--- config.mk ---
export PLATFORM = sky130hd
export DESIGN_NAME = kb_scan_ctrl_flat
export DESIGN_NICKNAME = d
export VERILOG_FILES = /design/src/rtl/kb_scan_ctrl_if.sv /design/src/rtl/kb_scan_ctrl.sv /design/src/flat_wrapper.sv
export SDC_FILE = /design/constraint.sdc
export NUM_CORES = 1
export LEC_CHECK = 0
export ABC_CLOCK_PERIOD_IN_PS = 2400
export CORE_MARGIN = 1.5
export CORE_UTILIZATION = 45
export DETAILED_ROUTE_END_ITERATION = 16
export GPL_TIMING_DRIVEN = 0
export PLACE_DENSITY = 0.68
export REMOVE_ABC_BUFFERS = 1
export SLEW_MARGIN = 40
export SYNTH_ARGS = -nofsm -noshare
export SYNTH_HDL_FRONTEND = slang
export SYNTH_SLANG_ARGS = --single-unit
--- constraint.sdc ---
create_clock -name clk -period 2.4 [get_ports clk]
set_input_delay 0.48 -clock clk [delete_from_list [all_inputs] [get_ports clk]]
set_output_delay 0.48 -clock clk [all_outputs]
set_load 0.005 [all_outputs]
--- src/rtl/kb_scan_ctrl_if.sv ---
// Byte-in / key-state-out bundle between the kb receiver and kb_scan_ctrl.
// master: the receiver side that drives bytes. slave: the scan controller.
interface kb_scan_ctrl_if;
  // Handshake: rx_done_tick is a one-cycle valid strobe with no ready.
  // rx_data is meaningful only in a cycle where rx_done_tick=1, and the
  // controller accepts every byte.
  logic [7:0] rx_data;
  logic       rx_done_tick;
  logic [4:0] p1;
  logic [4:0] p2;
  logic       p1_fire;
  logic       p2_fire;
  logic       seq_err;
  logic [2:0] state;

  modport master (
    output rx_data, rx_done_tick,
    input  p1, p2, p1_fire, p2_fire, seq_err, state
  );

  modport slave (
    input  rx_data, rx_done_tick,
    output p1, p2, p1_fire, p2_fire, seq_err, state
  );
endinterface

--- src/rtl/kb_scan_ctrl.sv ---
// PS/2 scan-code sequencer: decodes prefix sequences into per-player held-key
// vectors, with rate-limited fire strobes and a stalled-prefix watchdog.
module kb_scan_ctrl #(
  parameter int REQUIRE_EXT = 1,
  parameter int CD_W        = 24,
  parameter int COOLDOWN    = 5000000,
  parameter int TO_W        = 16,
  parameter int PREFIX_TO   = 50000
) (
  input  logic       clk,
  input  logic       reset,
  kb_scan_ctrl_if.slave bus
);

  localparam logic [2:0] IDLE    = 3'd0;
  localparam logic [2:0] EXT     = 3'd1;
  localparam logic [2:0] BRK     = 3'd2;
  localparam logic [2:0] EXT_BRK = 3'd3;
  localparam logic [2:0] PAUSE   = 3'd4;

  localparam logic [CD_W-1:0] CD_LOAD = CD_W'(COOLDOWN - 1);
  localparam logic [TO_W-1:0] TO_LAST = TO_W'(PREFIX_TO - 1);

  logic [7:0]      byte_q;
  logic            tick_q;
  logic [2:0]      state;
  logic [2:0]      state_n;
  logic [2:0]      skip;
  logic [2:0]      skip_n;
  logic [4:0]      p1_r;
  logic [4:0]      p2_r;
  logic [4:0]      p1_n;
  logic [4:0]      p2_n;
  logic            p1_fire_r;
  logic            p2_fire_r;
  logic            seq_err_r;
  logic            err_n;
  logic            ev_make;
  logic            ev_brk;
  logic            ev_ext;
  logic            clear;
  logic            wd_expire;
  logic            fire1;
  logic            fire2;
  logic [9:0]      mask;
  logic [CD_W-1:0] cd1;
  logic [CD_W-1:0] cd2;
  logic [TO_W-1:0] wd;

  // Returns {p2_mask, p1_mask} for a code; all-zero means unmapped.
  function automatic logic [9:0] key_map(input logic [7:0] code, input logic ext);
    logic [9:0] m;
    m = '0;
    if (!ext) begin
      case (code)
        8'h1D:   m[0] = 1'b1;
        8'h1B:   m[1] = 1'b1;
        8'h1C:   m[2] = 1'b1;
        8'h23:   m[3] = 1'b1;
        8'h3B:   m[4] = 1'b1;
        8'h4C:   m[9] = 1'b1;
        default: m = m;
      endcase
    end
    if (ext || (REQUIRE_EXT == 0)) begin
      case (code)
        8'h75:   m[5] = 1'b1;
        8'h72:   m[6] = 1'b1;
        8'h6B:   m[7] = 1'b1;
        8'h74:   m[8] = 1'b1;
        default: m = m;
      endcase
    end
    return m;
  endfunction

  // Input register: the byte is decoded one edge after it is sampled.
  always_ff @(posedge clk) begin
    if (!reset) begin
      byte_q <= 8'h00;
      tick_q <= 1'b0;
    end else begin
      byte_q <= bus.rx_data;
      tick_q <= bus.rx_done_tick;
    end
  end

  assign wd_expire = (state != IDLE) && (wd == TO_LAST);

  always_comb begin
    state_n = state;
    skip_n  = skip;
    err_n   = 1'b0;
    ev_make = 1'b0;
    ev_brk  = 1'b0;
    ev_ext  = 1'b0;
    clear   = 1'b0;
    if (tick_q) begin
      if (byte_q == 8'h00 || byte_q == 8'hFF) begin
        clear   = 1'b1;
        err_n   = 1'b1;
        state_n = IDLE;
      end else begin
        case (state)
          IDLE: begin
            case (byte_q)
              8'hF0:        state_n = BRK;
              8'hE0:        state_n = EXT;
              8'hE1: begin
                state_n = PAUSE;
                skip_n  = 3'd7;
              end
              8'hAA:        clear = 1'b1;
              8'hFA, 8'hFE: clear = 1'b0;
              default:      ev_make = 1'b1;
            endcase
          end
          EXT: begin
            if (byte_q == 8'hF0) begin
              state_n = EXT_BRK;
            end else if (byte_q != 8'hE0) begin
              ev_make = 1'b1;
              ev_ext  = 1'b1;
              state_n = IDLE;
            end
          end
          BRK, EXT_BRK: begin
            if (byte_q == 8'hE0 || byte_q == 8'hF0) begin
              err_n = 1'b1;
            end else begin
              ev_brk = 1'b1;
              ev_ext = (state == EXT_BRK);
            end
            state_n = IDLE;
          end
          PAUSE: begin
            // Pause bytes are swallowed whole, including embedded E1/F0.
            skip_n = skip - 3'd1;
            if (skip <= 3'd1) state_n = IDLE;
          end
          default: state_n = IDLE;
        endcase
      end
    end else if (wd_expire) begin
      state_n = IDLE;
      err_n   = 1'b1;
    end
  end

  assign mask = key_map(byte_q, ev_ext);

  always_comb begin
    p1_n = p1_r;
    p2_n = p2_r;
    if (clear) begin
      p1_n = '0;
      p2_n = '0;
    end else if (ev_make) begin
      p1_n = p1_r | mask[4:0];
      p2_n = p2_r | mask[9:5];
    end else if (ev_brk) begin
      p1_n = p1_r & ~mask[4:0];
      p2_n = p2_r & ~mask[9:5];
    end
  end

  // Fire only on a 0->1 shoot edge; repeats and cooled-down makes are silent.
  assign fire1 = ev_make && mask[4] && !p1_r[4] && (cd1 == '0);
  assign fire2 = ev_make && mask[9] && !p2_r[4] && (cd2 == '0);

  always_ff @(posedge clk) begin
    if (!reset) begin
      state     <= IDLE;
      skip      <= 3'd0;
      p1_r      <= '0;
      p2_r      <= '0;
      p1_fire_r <= 1'b0;
      p2_fire_r <= 1'b0;
      seq_err_r <= 1'b0;
      cd1       <= '0;
      cd2       <= '0;
      wd        <= '0;
    end else begin
      state     <= state_n;
      skip      <= skip_n;
      p1_r      <= p1_n;
      p2_r      <= p2_n;
      p1_fire_r <= fire1;
      p2_fire_r <= fire2;
      seq_err_r <= err_n;
      if (fire1)            cd1 <= CD_LOAD;
      else if (cd1 != '0)   cd1 <= cd1 - 1'b1;
      if (fire2)            cd2 <= CD_LOAD;
      else if (cd2 != '0)   cd2 <= cd2 - 1'b1;
      if (tick_q || state == IDLE || wd_expire) wd <= '0;
      else                                      wd <= wd + 1'b1;
    end
  end

  assign bus.p1      = p1_r;
  assign bus.p2      = p2_r;
  assign bus.p1_fire = p1_fire_r;
  assign bus.p2_fire = p2_fire_r;
  assign bus.seq_err = seq_err_r;
  assign bus.state   = state;

endmodule

--- src/flat_wrapper.sv ---
// flat-port wrapper written by rule: the top's interface ports become plain ports
module kb_scan_ctrl_flat 
#(
  parameter int REQUIRE_EXT = 1,
  parameter int CD_W        = 24,
  parameter int COOLDOWN    = 5000000,
  parameter int TO_W        = 16,
  parameter int PREFIX_TO   = 50000
)
  (clk, reset, bus_rx_data, bus_rx_done_tick, bus_p1, bus_p2, bus_p1_fire, bus_p2_fire, bus_seq_err, bus_state);
  kb_scan_ctrl_if bus_i ();
  input  logic clk;
  input  logic reset;
  input wire logic [$bits(bus_i.rx_data)-1:0] bus_rx_data;
  input wire logic [$bits(bus_i.rx_done_tick)-1:0] bus_rx_done_tick;
  output wire logic [$bits(bus_i.p1)-1:0] bus_p1;
  output wire logic [$bits(bus_i.p2)-1:0] bus_p2;
  output wire logic [$bits(bus_i.p1_fire)-1:0] bus_p1_fire;
  output wire logic [$bits(bus_i.p2_fire)-1:0] bus_p2_fire;
  output wire logic [$bits(bus_i.seq_err)-1:0] bus_seq_err;
  output wire logic [$bits(bus_i.state)-1:0] bus_state;
  assign bus_i.rx_data = bus_rx_data;
  assign bus_i.rx_done_tick = bus_rx_done_tick;
  assign bus_p1 = bus_i.p1;
  assign bus_p2 = bus_i.p2;
  assign bus_p1_fire = bus_i.p1_fire;
  assign bus_p2_fire = bus_i.p2_fire;
  assign bus_seq_err = bus_i.seq_err;
  assign bus_state = bus_i.state;
  kb_scan_ctrl #(.REQUIRE_EXT(REQUIRE_EXT), .CD_W(CD_W), .COOLDOWN(COOLDOWN), .TO_W(TO_W), .PREFIX_TO(PREFIX_TO)) u_core (.clk(clk), .reset(reset), .bus(bus_i));
endmodule
==> key figures <==
Job
  • Maximum capacitance violations: 0

CTS
  • Clock latency of the later-clocked register in the worst-skew pair: 0.36 ns
  • Clock tree buffer depth: 2
  • Buffer cell driving the clock tree root: clkbuf_8
  • Clock tree from TritonCTS: done
  • Clock slew at the register clock pins of the worst setup and hold paths: 0.09 ns
  • Clock Sink Count: 92
  • CTS H-Tree Depth: 3
  • CTS Hold Bufs: 0
  • CTS Buf Count: 9

Power and ir drop
  • VDD IR max: 0.426 mV
  • Post-layout total power: 5.93 mW
  • Total net switching power: 2.46 mW
  • Switching portion of total power: 41.5%
  • Logic pwr share: 45.4%
  • Proportion of power drawn by flip-flops and latches: 36.2%
  • Pwr dens: 1080 nW/um^2
  • Clock network fraction of design power: 18.4%
  • Int Pwr: 3.46 mW
  • Pleak: 1.81 nW

Yosys
  • Share of synthesized flip-flops with an asynchronous set or reset: 0%
  • Count of mapped cells out of synthesis: 558
  • Sequential share of the synthesized area: 38.0%
  • Commonest register cell after synthesis: dfxtp_1
  • Post-synthesis instance area: 4840 sq um
  • Number of flip-flops and latches in the synthesized netlist: 92
  • Number of distinct library cells after synthesis: 73
  • Average instance area after synthesis: 8.68 sq um
  • Number of warnings printed during yosys synthesis: 0
  • Number of enable-type register cells in the synthesized netlist: 0

STA
  • Final Skew: 0.00988 ns
  • Hold WS: 0.475 ns
  • Hold Vio Cnt, Final: 0
  • Post-route minimum period: 2.29 ns
  • Slew @ Worst Pin: 0.647 ns
  • Final setup violation count: 0
  • Count of pins over their slew limit: 0
  • Post-route clock period utilization: 95.3%
  • Highest attainable clock frequency: 0.437 GHz
  • Max-slew headroom at the worst pin: 56.8%

Placed design
  • Port bufs: 26
  • Final estimated routing congestion in global placement: 0.860
  • Cells after DPL: 695
  • HPWL after detailed placement: 7890 um

Floorplan
  • Boundary Pins: 27
  • Die Span X: 107 um
  • Initial Util: 46.7%
  • Number of cell rows: 37
  • Vertical extent of the die: 107 um
  • Area of the core: 10400 sq um
  • Die outline area: 11400 sq um

Final layout
  • # nets final: 591
  • Number of inserted diodes: 0
  • Synth-to-layout area growth: 12.9%
  • Fill cell total of the finished layout: 991
  • Share of post-route cells with drive strength above 1: 12.6%
  • Utilization of the core after routing: 52.7%
  • Final Non-Filler Cells: 716

Detailed routing
  • DRT antenna net count: 0
  • Average wire length per cell after detail routing: 16.0 um
  • Number of design-rule violations left by the first detailed-router iteration: 201
  • Mean number of vias per cell: 6.01
  • Routed Wire Length: 11400 um
  • Total number of vias: 4303
  • Length of the first detailed-routing pass in iterations: 5
  • Drc violations: 0

Critical path
  • Kind of start point of the critical path: flip-flop
  • Crit-path max FO: 9
  • Crit. End Element: flip-flop
  • Kind of critical path: reg -> reg
  • List of cells traversed by the critical path: or4_4, or3_1, nor2_4, and4_4, a211oi_1
  • Largest stage delay, worst path: 0.55 ns
  • Data required time of the critical path: 2.62 ns
  • Worst path arrival time: 2.51 ns
  • Master of the slowest instance on the critical path: or4_4

Status
  • Status: completed

GRT
  • Largest net degree at the start of global routing: 37
  • Via count of the first global-routing pass: 4027
  • Gr usage total: 20.6%
  • Number of antenna violations at the first check in global routing: 0
  • First-pass GRT wire length: 19100 um
  • Total congestion overflow after global routing: 0

Min path
  • Class of the tightest hold or removal check: reg -> reg
==> cell families (layout without fill, tap and decap cells) <==
kind of cell | Yosys count | in the layout | synth area share, %
buffers and inverters | 41 | 63 | 4.06
adders and majority gates | 5 | 5 | 1.29
and+or+nand+nor | 253 | 253 | 31.8
muxes | 2 | 2 | 0.439
AOI/OAI and AO/OA | 139 | 139 | 19.7
DFF | 92 | 92 | 38.0
xor gates and xnor gates | 26 | 26 | 4.70
==> cell usage in the layout, fill, tap and decap left out, drive strengths merged, types with 12 or more instances in the layout <==
cell type       n
xor2           12
or3            22
dfxtp          92
nor3           20
and2           12
nand4          22
inv            15
clkbuf         12
clkdlybuf4s50  25
nor2           57
o31ai          16
a21oi          40
a31oi          13
or4            14
nand2          30
xnor2          14
nor4           16
o21ai          19
nand3          14
==> routing by layer <==
layer | vias up | share of wire, % | global-route usage, %
met5 | - | 0 | 0
met4 | 0 | 1.7 | 7.81
met3 | 15 | 3.8 | 3.83
met2 | 90 | 48 | 33.7
met1 | 2060 | 46 | 26.9
li1 | 2138 | - | -
==> power groups by stage <==
stage	Sequential [mW]	Combinational (mW)	Clock [mW]
global placement	2.14	2.44	0
finish	2.15	2.69	1.09
global route	2.19	3.01	1.18
CTS	2.13	2.60	1.11
detailed placement	2.17	2.57	0
floorplan	2.10	2.09	0
==> final cells by class <==
type	instances	area (sq um)	share of cell area (%)
timing repair buffer	31	305	5.58
sequential	92	1840	33.7
clock inverter	4	47.5	0.870
inverter	16	61.3	1.12
clock buffer	12	155	2.84
multi-input combinational	425	2880	52.7
tap	136	170	3.11
==> through the flow <==
stage	worst slack [ns]	TNS, ns	area (sq um)
after floorplan	0.179	0	4710
after global placement	-1.67	-68.33	5140
after detailed placement	-0.0966	-1.07	5150
after CTS	0.0121	0	5370
after global routing	-0.0118	-0.0118	5470
final	0.112	0	5470
==> cell usage after synthesis, drive strengths merged (2+ instances only) <==
| master | number | area share (%) |
|---|---|---|
| nor4 | 16 | 3.0 |
| or3 | 22 | 3.0 |
| clkbuf | 11 | 0.85 |
| a21o | 5 | 0.78 |
| or4b | 2 | 0.49 |
| and3 | 3 | 0.39 |
| and4b | 5 | 1.0 |
| nor4b | 4 | 0.72 |
| and4 | 3 | 0.54 |
| xnor2 | 14 | 2.5 |
| or4 | 14 | 2.3 |
| nand4b | 5 | 1.2 |
| o31ai | 16 | 2.6 |
| a21oi | 40 | 4.1 |
| nor2b | 6 | 0.78 |
| buf | 14 | 2.0 |
| ha | 5 | 1.3 |
| a221oi | 2 | 0.36 |
| xor2 | 12 | 2.2 |
| o21ai | 19 | 2.3 |
| or2 | 6 | 0.78 |
| and2 | 12 | 1.6 |
| a31oi | 13 | 1.8 |
| a31o | 4 | 0.72 |
| a211oi | 11 | 1.8 |
| nor3 | 20 | 2.4 |
| nand2b | 8 | 1.0 |
| o211ai | 4 | 0.62 |
| o41ai | 8 | 1.4 |
| o31a | 4 | 0.75 |
| nand2 | 30 | 2.4 |
| inv | 15 | 1.2 |
| dfxtp | 92 | 38 |
| nand3 | 14 | 1.4 |
| nor2 | 57 | 4.7 |
| nand4 | 22 | 3.4 |
| nand3b | 4 | 0.62 |
| o21a | 2 | 0.31 |
==> critical path, delay by kind of cell (launching register included) <==
family | cells | cell delay (ns)
simple gates | 4 | 1.75
compound gates | 1 | 0.06
flops | 1 | 0.34
==> what timing repair did <==
| item | CTS | global route |
|---|---|---|
| pin swaps | 1 | 3 |
| resized for setup | 4 | 12 |
| buffers inserted | 1 | 4 |
| gates cloned | 0 | 0 |
| endpoints found under the setup margin | 35 | 55 |
==> worst paths after layout <==
| path | start | end | slack, ns | cells after the start |
|---|---|---|---|---|
| worst min-delay path | flip-flop | flip-flop | 0.48 | 2 |
| worst max register to register | u_core.cd2[20]$_SDFFE_PP0N_ | u_core.cd2[17]$_SDFFE_PP0N_ | 0.11 | 5 |
| worst min register to register | flip-flop | flip-flop | 0.48 | 2 |
| worst max-delay path | u_core.cd2[20]$_SDFFE_PP0N_ | u_core.cd2[17]$_SDFFE_PP0N_ | 0.11 | 5 |
No activity file was read; power rests on OpenSTA's default activity.
